**src/rtl/seq_div_ctrl.sv**
```systemverilog
// seq_div_ctrl: sequential unsigned restoring divider controller.
// A single (WIDTH+1)-bit adder_subtractor, fixed in subtract mode, forms the
// trial difference A - M. Its sign bit selects the quotient bit and decides
// whether A takes the difference or keeps its old value (implicit restore).
//
// Ports:
//   clk          rising-edge clock
//   rst_n        asynchronous active-low reset
//   start        request, sampled only in IDLE
//   dividend     unsigned dividend, captured with an accepted start
//   divisor      unsigned divisor, captured with an accepted start
//   quotient     registered quotient (all ones on divide-by-zero)
//   remainder    registered remainder (dividend on divide-by-zero)
//   busy         high from the accepting edge until the return to IDLE
//   done         one-cycle pulse, results valid
//   div_by_zero  registered flag for the last operation
//
// state | meaning
// IDLE  | waiting for start
// SHIFT | shift {A,Q} left by one, Q[0] cleared
// SUB   | trial subtract, set quotient bit, count down
// DONE  | results valid, done pulse

// Generic adder/subtractor: op=1 inverts b and adds one, so with cin=0 the
// result is a - b.
module adder_subtractor #(
  parameter int N = 9
) (
  input  logic [N-1:0] i_a,
  input  logic [N-1:0] i_b,
  input  logic         i_op,
  input  logic         i_cin,
  output logic [N-1:0] o_sum
);
  assign o_sum = i_a + (i_b ^ {N{i_op}}) + N'(i_op ^ i_cin);
endmodule

module seq_div_ctrl #(
  parameter int WIDTH = 8
) (
  input  logic             clk,
  input  logic             rst_n,
  input  logic             start,
  input  logic [WIDTH-1:0] dividend,
  input  logic [WIDTH-1:0] divisor,
  output logic [WIDTH-1:0] quotient,
  output logic [WIDTH-1:0] remainder,
  output logic             busy,
  output logic             done,
  output logic             div_by_zero
);
  localparam int CW = $clog2(WIDTH + 1);

  typedef enum logic [1:0] {S_IDLE, S_SHIFT, S_SUB, S_DONE} state_t;

  state_t           r_state;
  state_t           w_next;
  logic [WIDTH:0]   r_a;
  logic [WIDTH-1:0] r_q;
  logic [WIDTH-1:0] r_m;
  logic [CW-1:0]    r_count;
  logic [WIDTH-1:0] r_quot;
  logic [WIDTH-1:0] r_rem;
  logic             r_dbz;

  logic [WIDTH:0]   w_trial;
  logic             w_take;
  logic [WIDTH:0]   w_a_new;
  logic [WIDTH-1:0] w_q_new;
  logic             w_zero;
  logic             w_last;

  adder_subtractor #(.N(WIDTH + 1)) u_addsub (
    .i_a   (r_a),
    .i_b   ({1'b0, r_m}),
    .i_op  (1'b1),
    .i_cin (1'b0),
    .o_sum (w_trial)
  );

  // Non-negative trial difference means the divisor fits.
  assign w_take  = ~w_trial[WIDTH];
  assign w_a_new = w_take ? w_trial : r_a;
  assign w_q_new = {r_q[WIDTH-1:1], w_take};
  assign w_zero  = (divisor == '0);
  assign w_last  = (r_count == CW'(1));

  always_ff @(posedge clk or negedge rst_n) begin
    if (!rst_n) begin
      r_state <= S_IDLE;
    end else begin
      r_state <= w_next;
    end
  end

  always_comb begin
    w_next = r_state;
    case (r_state)
      S_IDLE:  if (start) w_next = w_zero ? S_DONE : S_SHIFT;
      S_SHIFT: w_next = S_SUB;
      S_SUB:   w_next = w_last ? S_DONE : S_SHIFT;
      S_DONE:  w_next = S_IDLE;
      default: w_next = S_IDLE;
    endcase
  end

  always_comb begin
    busy = (r_state != S_IDLE);
    done = (r_state == S_DONE);
  end

  always_ff @(posedge clk or negedge rst_n) begin
    if (!rst_n) begin
      r_a     <= '0;
      r_q     <= '0;
      r_m     <= '0;
      r_count <= '0;
      r_quot  <= '0;
      r_rem   <= '0;
      r_dbz   <= 1'b0;
    end else begin
      case (r_state)
        S_IDLE: begin
          if (start) begin
            if (w_zero) begin
              r_quot <= '1;
              r_rem  <= dividend;
              r_dbz  <= 1'b1;
            end else begin
              r_a     <= '0;
              r_q     <= dividend;
              r_m     <= divisor;
              r_count <= CW'(WIDTH);
              r_dbz   <= 1'b0;
            end
          end
        end
        S_SHIFT: begin
          // A[WIDTH] is always 0 here because A < M after every SUB.
          r_a <= {r_a[WIDTH-1:0], r_q[WIDTH-1]};
          r_q <= {r_q[WIDTH-2:0], 1'b0};
        end
        S_SUB: begin
          r_a     <= w_a_new;
          r_q     <= w_q_new;
          r_count <= r_count - CW'(1);
          if (w_last) begin
            r_quot <= w_q_new;
            r_rem  <= w_a_new[WIDTH-1:0];
          end
        end
        default: ;
      endcase
    end
  end

  assign quotient    = r_quot;
  assign remainder   = r_rem;
  assign div_by_zero = r_dbz;

endmodule
```
**config.mk**
```make
export PLATFORM = sky130hd
export DESIGN_NAME = seq_div_ctrl
export DESIGN_NICKNAME = d
export VERILOG_FILES = /design/src/rtl/seq_div_ctrl.sv
export SDC_FILE = /design/constraint.sdc
export NUM_CORES = 1
export LEC_CHECK = 0
export CORE_MARGIN = 2
export CORE_UTILIZATION = 38
export DETAILED_ROUTE_END_ITERATION = 12
export GPL_ROUTABILITY_DRIVEN = 0
export GPL_TIMING_DRIVEN = 0
export PLACE_DENSITY_LB_ADDON = 0.05
export SLEW_MARGIN = 15
export SYNTH_ARGS = -nofsm -noshare
export SYNTH_HDL_FRONTEND = slang
export SYNTH_SLANG_ARGS = --single-unit
export TNS_END_PERCENT = 5
```
**constraint.sdc**
```tcl
create_clock -name clk -period 2.6 [get_ports clk]
set_clock_uncertainty 0.15 [all_clocks]
set_input_delay 0.52 -clock clk [delete_from_list [all_inputs] [get_ports clk]]
set_output_delay 0.52 -clock clk [all_outputs]
set_load 0.02 [all_outputs]
```
==> results of run 1 <==
layout by cell type, fill, tap and decap left out, types with 3 or more instances in the layout:
cell type        count
dfrtp_1             48
nor2_1              37
clkdlybuf4s50_1     36
nand2_1             29
inv_1               28
a21oi_1             24
o21ai_0             20
ha_1                13
a31oi_1             12
buf_4               12
clkbuf_1            10
nor2b_1              8
nand3_1              7
clkbuf_8             6
buf_2                5
o221ai_1             5
o211ai_1             5
a221o_1              5
nand2b_1             4
and3_1               4
xnor2_1              3
mux2i_1              3
o21ai_1              3
o21a_1               3
nor3_1               3
o22ai_1              3
buf_6                3
critical path, cell delays in order, from the launching register on:
cell and delay (ns):
dfrtp_1 0.42, inv_2 0.10, ha_4 0.13, inv_2 0.03, fa_2 0.36, a211oi_4 0.29, o21a_4 0.18, o21ai_4 0.09
xnor2_4 0.18, buf_12 0.15, buf_6 0.11, and4_4 0.16, a221o_1 0.25
repair_timing:
item / CTS / global route
setup buffers: 10 / 5
setup endpoints to repair: 17 / 36
resized for setup: 9 / 4
pin swaps: 14 / 7
metal layers:
metal	global-route usage, %	vias to the layer above
li1	-	1297
met2	33.2	63
met3	3.66	10
met1	27.5	1270
met5	0	-
met4	6.22	0
registers in the layout, indices dropped and copies added (netlist names):
signal	count
r_a	9
quotient	8
r_m	8
r_q	8
remainder	8
r_count	4
r_state	2
div_by_zero	1
cell type report:
type | count | share of cell area (%)
multi-input cells | 236 | 43.3
clock inverters | 2 | 0.400
flip-flops and latches | 48 | 32.0
clock buffers | 6 | 2.20
inverters | 31 | 3.10
plain buffers | 15 | 1.73
well taps | 102 | 3.40
repair buffers | 53 | 13.9
kinds of logic (layout without fill, tap and decap cells):
family / after synthesis / in the layout / share of synthesized area (%)
buf+inv: 46 / 107 / 6.11
mux: 5 / 5 / 1.73
simple gates: 103 / 103 / 17.1
flops: 48 / 48 / 40.5
compound gates: 108 / 108 / 25.9
xor+xnor: 5 / 5 / 2.11
fa+ha+maj: 15 / 15 / 6.58
path summary, 6_finish.rpt:
| kind | start | end | cells after the start |
|---|---|---|---|
| min | rst_n | r_a[2]$_DFFE_PN0P_ | 1 |
| min in group clk | div_by_zero$_DFFE_PN0P_ | div_by_zero$_DFFE_PN0P_ | 2 |
| max in group asynchronous | rst_n | remainder[1]$_DFFE_PN0P_ | 2 |
| max reg2reg | r_a[0]$_DFFE_PN0P_ | r_a[7]$_DFFE_PN0P_ | 12 |
| max | r_a[0]$_DFFE_PN0P_ | r_a[7]$_DFFE_PN0P_ | 12 |
| min reg2reg | div_by_zero$_DFFE_PN0P_ | div_by_zero$_DFFE_PN0P_ | 2 |
power by group:
| group | leakage, nW | switching, W | internal, W |
|---|---|---|---|
| Sequential | 0.574 | 0.000212 | 0.00104 |
| Clock | 0.0434 | 0.000272 | 0.000216 |
| Combinational | 0.956 | 0.00176 | 0.00130 |
| Total | 1.57 | 0.00225 | 0.00255 |
metrics by stage:
stage               utilization (%)  setup WS, ns  setup TNS, ns  hold WS, ns  instance area, sq um
floorplan                         -        0.0328              0       0.0744                  2980
global placement               45.5        -0.720         -42.09        0.320                  3480
detailed placement             45.6        -0.335          -7.70        0.327                  3490
CTS                            48.4       -0.0805         -0.781       0.0452                  3700
global route                   49.1        -0.238          -4.00       0.0518                  3760
finish                         49.1        -0.122         -0.750       0.0301                  3760
cells in the mapped netlist, drive strengths merged (4+ instances only):
cell type | number | share of area, %
a21oi | 26 | 4.6
a221o | 5 | 1.7
a31oi | 12 | 2.5
and3 | 4 | 0.84
buf | 5 | 0.93
clkbuf | 10 | 1.3
dfrtp | 48 | 40
ha | 14 | 5.9
inv | 30 | 3.8
mux2i | 4 | 1.3
nand2 | 29 | 3.7
nand2b | 4 | 0.84
nand3 | 7 | 1.2
nor2 | 37 | 4.7
nor2b | 8 | 1.7
o211ai | 6 | 1.7
o21a | 4 | 1.3
o21ai | 24 | 4.4
o221ai | 5 | 1.5
xnor2 | 4 | 1.8
==> results by group, run 1 <==
Run status
  • Status: complete, but fails checks
  • Failing checks: setup timing

Final layout
  • Final Non-Filler Cells: 493
  • FF/Latch Area: 1200 sq um
  • Share of layout cells above drive strength 1: 13.0%
  • Area Overhead vs Synth: 26.6%
  • Nets: 424
  • ANT cells: 0
  • # fillers: 757
  • Footprint of the multi-input gates: about 1600 sq um

Detailed routing
  • Total wire length: 8020 um
  • DRC violations left: 0
  • DRT met1 WL: 3800 um
  • DR top layer: met4
  • Routed length per instance: 16.3 um
  • DR vias: between 2k and 3k
  • Met2 WL post-DR: 3720 um
  • Detail Route Antenna Nets: 0
  • Metal3 WL: 362 um
  • 1st-iter DRT viols: 90
  • Avg Vias per Cell: ~5.4
  • DR pass1 iterations: 4

Clock tree
  • Longest Clk Path Bufs: 2
  • CTS tree: built
  • CTS Sinks: 48
  • CTS clk-pin slew, worst paths: 0.10 ns
  • Clk Latency, worst-skew pair: 0.31 ns
  • CTS Hold Bufs: 0
  • CTS Buf Count: 5
  • H-tree depth: 2
  • Clock Root Buffer: clkbuf_8

Die
  • Initial cell density of the core: 38.8%
  • Die area: 8530 sq um
  • Die X: 92.4 um
  • Die Y: 92.4 um
  • Num rows: 32
  • IO Pins: 38
  • Core Footprint: 7650 sq um

Global route
  • Total track usage: 20.3%
  • Total gr overflow: 0
  • Initial antenna violation count: 0
  • Largest net degree at the start of global routing: 29
  • First-pass GRT wire length: 13600 um
  • Vias in the first global route: 2658

Setup path
  • Crit. End Element: flip-flop
  • CP required: 2.65 ns
  • R2R Setup Slk: -0.12 ns
  • Largest fanout on the critical path: 6
  • Critical Path AT: 2.77 ns
  • WS Path Type: reg2reg
  • Setup crit start kind: flip-flop

Timing
  • FMAX: 0.367 GHz
  • Setup violators final: 12
  • Max transition margin: 55.2%
  • Period utilization: 105%
  • Slew @ Worst Pin: 0.671 ns
  • RSZ-0062 raised after global routing: yes
  • Worst Setup Slack, final: -0.122 ns
  • Crit path time final: about 2.7 ns
  • Pins Over Slew Limit: 0
  • Final Hold Viols: 0

Pwr
  • Max VDD drop: 0.000444 V
  • Power per cell area: 1280 nW/um^2
  • Static leakage: 1.57 nW
  • Overall power: 0.00480 W

Logic synthesis
  • Syn nets: 364
  • Register area share after synthesis: 40.5%
  • Number of synthesized flops with an enable pin: 0
  • Post-synthesis cell type count: 62
  • Prevailing post-synth register cell: dfrtp_1
  • Synth Instances: 330
  • Syn_area_per_cell: ~9.0 sq um
  • Yosys warnings: 0
  • Synthesized area: 2970 sq um
  • Async SR Flop Fraction: 100%
  • FF+latch count, synth: 48

Min path
  • HP Class: in2async

Placed design
  • Placed Instances: 470
  • Post-DP HPWL: 5850 um
  • Number of I/O port buffers: 37

Flow run
  • Maxcap violations: 0
Note: power is estimated with default switching activity, not from simulation.
==> inputs of run 2 (changes only) <==
--- a/config.mk
+++ b/config.mk
@@ -6,7 +6,7 @@
 export NUM_CORES = 1
 export LEC_CHECK = 0
 export CORE_MARGIN = 2
-export CORE_UTILIZATION = 38
+export CORE_UTILIZATION = 32
 export DETAILED_ROUTE_END_ITERATION = 12
 export GPL_ROUTABILITY_DRIVEN = 0
 export GPL_TIMING_DRIVEN = 0
==> run 2 against run 1 <==
  * The flow still finishes with violations (setup timing)
  * Critical endpoint is now r_a[3]$_DFFE_PN0P_
  * Clock-buffer cell count fell by 1
  * Sequential power barely moved
  * Register-to-register slack gained 0.07 ns
  * Setup slack improved by 0.067 ns
  * Core utilization is 8.4 points lower
  * Sequential cell count unchanged
  * Critical path depth down 1
==> results by group, run 2 (synthesis gave the netlist of run 1 again) <==
Die
  • Initial cell density of the core: 32.6%
  • IO Pins: 38
  • Die area: 10100 sq um
  • Num rows: 35
  • Core Footprint: around 9100 sq um
  • Die X: 100 um
  • Die Y: around 100 um

Global route
  • Initial antenna violation count: 0
  • First-pass GRT wire length: 13700 um
  • Vias in the first global route: 2555
  • Largest net degree at the start of global routing: 49
  • Total track usage: 17.4%
  • Total gr overflow: 0

Placed design
  • Worst slack at placement: -0.409 ns
  • Placed Instances: 478
  • Post-DP HPWL: 5990 um
  • Post-Place Cell Area: around 3500 sq um
  • Number of I/O port buffers: 37

Pwr
  • Sw frac: a little under half
  • Clock power share: 12.0%
  • Internal power: ~0.0026 W
  • Sw Pwr: around 0.0023 W
  • Combinational power share: 62.1%
  • Overall power: 0.00485 W
  • Static leakage: 1.54 nW
  • Power per cell area: 1310 nW/um^2
  • Seq pwr share: 25.9%
  • Max VDD drop: 0.000492 V

Final layout
  • Most frequent cells in the layout: 48 x dfrtp_1, 37 x nor2_1, 35 x clkdlybuf4s50_1
  • Share of layout cells above drive strength 1: between 10% and 20%
  • Final Non-Filler Cells: 493
  • Area Overhead vs Synth: 24.9%
  • Max reg flops: 9
  • Final Cell Area: 3710 sq um
  • Footprint of the multi-input gates: approximately 1600 sq um
  • # fillers: approximately 960
  • Largest register by flop count: r_a
  • Most common cell after layout, fill and taps aside: dfrtp_1
  • Nets: 415
  • FF/Latch Area: 1200 sq um
  • ANT cells: 0

Clock tree
  • CTS Hold Bufs: 0
  • CTS Sinks: 48
  • CTS tree: built
  • H-tree depth: 2
  • CTS Buf Count: 5
  • CTS clk-pin slew, worst paths: 0.11 ns
  • Clk Latency, worst-skew pair: slightly above 0.3 ns
  • Clock Root Buffer: clkbuf_8
  • Longest Clk Path Bufs: 2

Setup path
  • Setup crit start kind: flip-flop
  • Crit. End Element: flip-flop
  • Worst path slowest cell: dfrtp_1
  • Largest fanout on the critical path: 6
  • Most common cell on crit path: inv_2
  • WS Path Type: reg2reg
  • Critical Path AT: between 2 and 3 ns
  • CP required: 2.64 ns
  • Slowest stage delay, CP: 0.43 ns
  • Cell Chain, Critical Path: inv_2 -> ha_4 -> inv_2 -> fa_2 -> a211oi_4 -> o21a_4 -> o21ai_4 -> xnor2_4 -> buf_12 -> o21bai_4 -> a221o_1

Timing
  • Worst Setup Slack, final: -0.0549 ns
  • Final Hold Viols: 0
  • Slew @ Worst Pin: 0.678 ns
  • RSZ-0062 raised after global routing: yes
  • Pins Over Slew Limit: 0
  • Period utilization: 102%
  • FMAX: roughly 0.38 GHz
  • Max transition margin: between 50 and 60%
  • Setup violators final: 7
  • Crit path time final: between 2 and 3 ns

Detailed routing
  • Routed length per instance: 16.6 um
  • Detail Route Antenna Nets: 0
  • 1st-iter DRT viols: 164
  • DRC violations left: 0
  • Avg Vias per Cell: 5.25
  • DR vias: 2588
  • Total wire length: 8200 um
  • DR pass1 iterations: 4

Flow run
  • Maxcap violations: 0

Run status
  • Status: complete, but fails checks
  • Failing checks: setup timing

Min path
  • HP Class: in2async
-- run 2: cell count changes in the layout (fill, tap and decap cells not counted), moves of 2 or more --
cell | before | now
clkinvlp_4 | 2 | 0
o21ai_1 | 3 | 1
buf_2 | 5 | 3
clkinv_4 | 0 | 2
buf_6 | 3 | 0
buf_4 | 12 | 8
-- run 2: layer usage --
layer	wire length (um)	global-route usage [%]	vias to the layer above
met5	0	0	-
met2	3820	27.0	43
met1	4070	25.8	1259
met3	254	2.51	4
met4	57	3.79	0
li1	-	-	1282
-- run 2: worst paths after layout --
kind | endpoint | cells past startpoint | from | slack, ns
worst max-delay path | r_a[3]$_DFFE_PN0P_ | 11 | r_a[0]$_DFFE_PN0P_ | -0.05
worst max register to register | r_a[3]$_DFFE_PN0P_ | 11 | r_a[0]$_DFFE_PN0P_ | -0.05
max in group asynchronous | remainder[4]$_DFFE_PN0P_ | 1 | rst_n | 1.80
worst min-delay path | r_q[7]$_DFFE_PN0P_ | 1 | rst_n | 0.08
worst min register to register | remainder[6]$_DFFE_PN0P_ | 1 | remainder[6]$_DFFE_PN0P_ | 0.35
min in group clk | remainder[6]$_DFFE_PN0P_ | 1 | remainder[6]$_DFFE_PN0P_ | 0.35
-- run 2: power groups by stage --
stage,Clock (W),Combinational (W),Sequential [W]
after floorplan,0,0.00189,0.00131
after global placement,0,0.00282,0.00127
after detailed placement,0,0.00282,0.00127
after CTS,0.000596,0.00301,0.00126
after global routing,0.000636,0.00335,0.00130
final,0.000582,0.00301,0.00126
-- run 2: worst max-delay path, delay by kind of cell, from the launching register on --
kind	cells	cell delay, ns
AO/OA/AOI/OAI	5	0.97
adder cells (fa/ha/maj)	2	0.52
flip-flops	1	0.43
buffers and inverters	3	0.28
XOR/XNOR	1	0.19
-- run 2: through the flow --
step	setup TNS [ns]	utilization, %	hold WS [ns]
final	-0.259	40.7	0.0791
after global routing	-2.27	40.7	0.125
after CTS	-0.0113	40.6	0.0984
after detailed placement	-7.88	38.3	0.324
after global placement	-43.75	38.3	0.324
after floorplan	0	-	0.0744
-- run 2: timing repair --
action	in CTS	in global routing
setup buffers	7	0
setup endpoints to repair	18	30
cloned	0	0
pin swaps	14	2
resized for setup	11	4
-- run 2: final cells by class --
cell class / count / area share [%]
buffer: 15 / 1.86
clock buffer: 5 / 1.86
clock inverter: 3 / 1.28
inverter: 31 / 3.14
multi-input combinational: 236 / 44.1
sequential: 48 / 32.4
tap: 111 / 3.75
timing repair buffer: 44 / 11.6
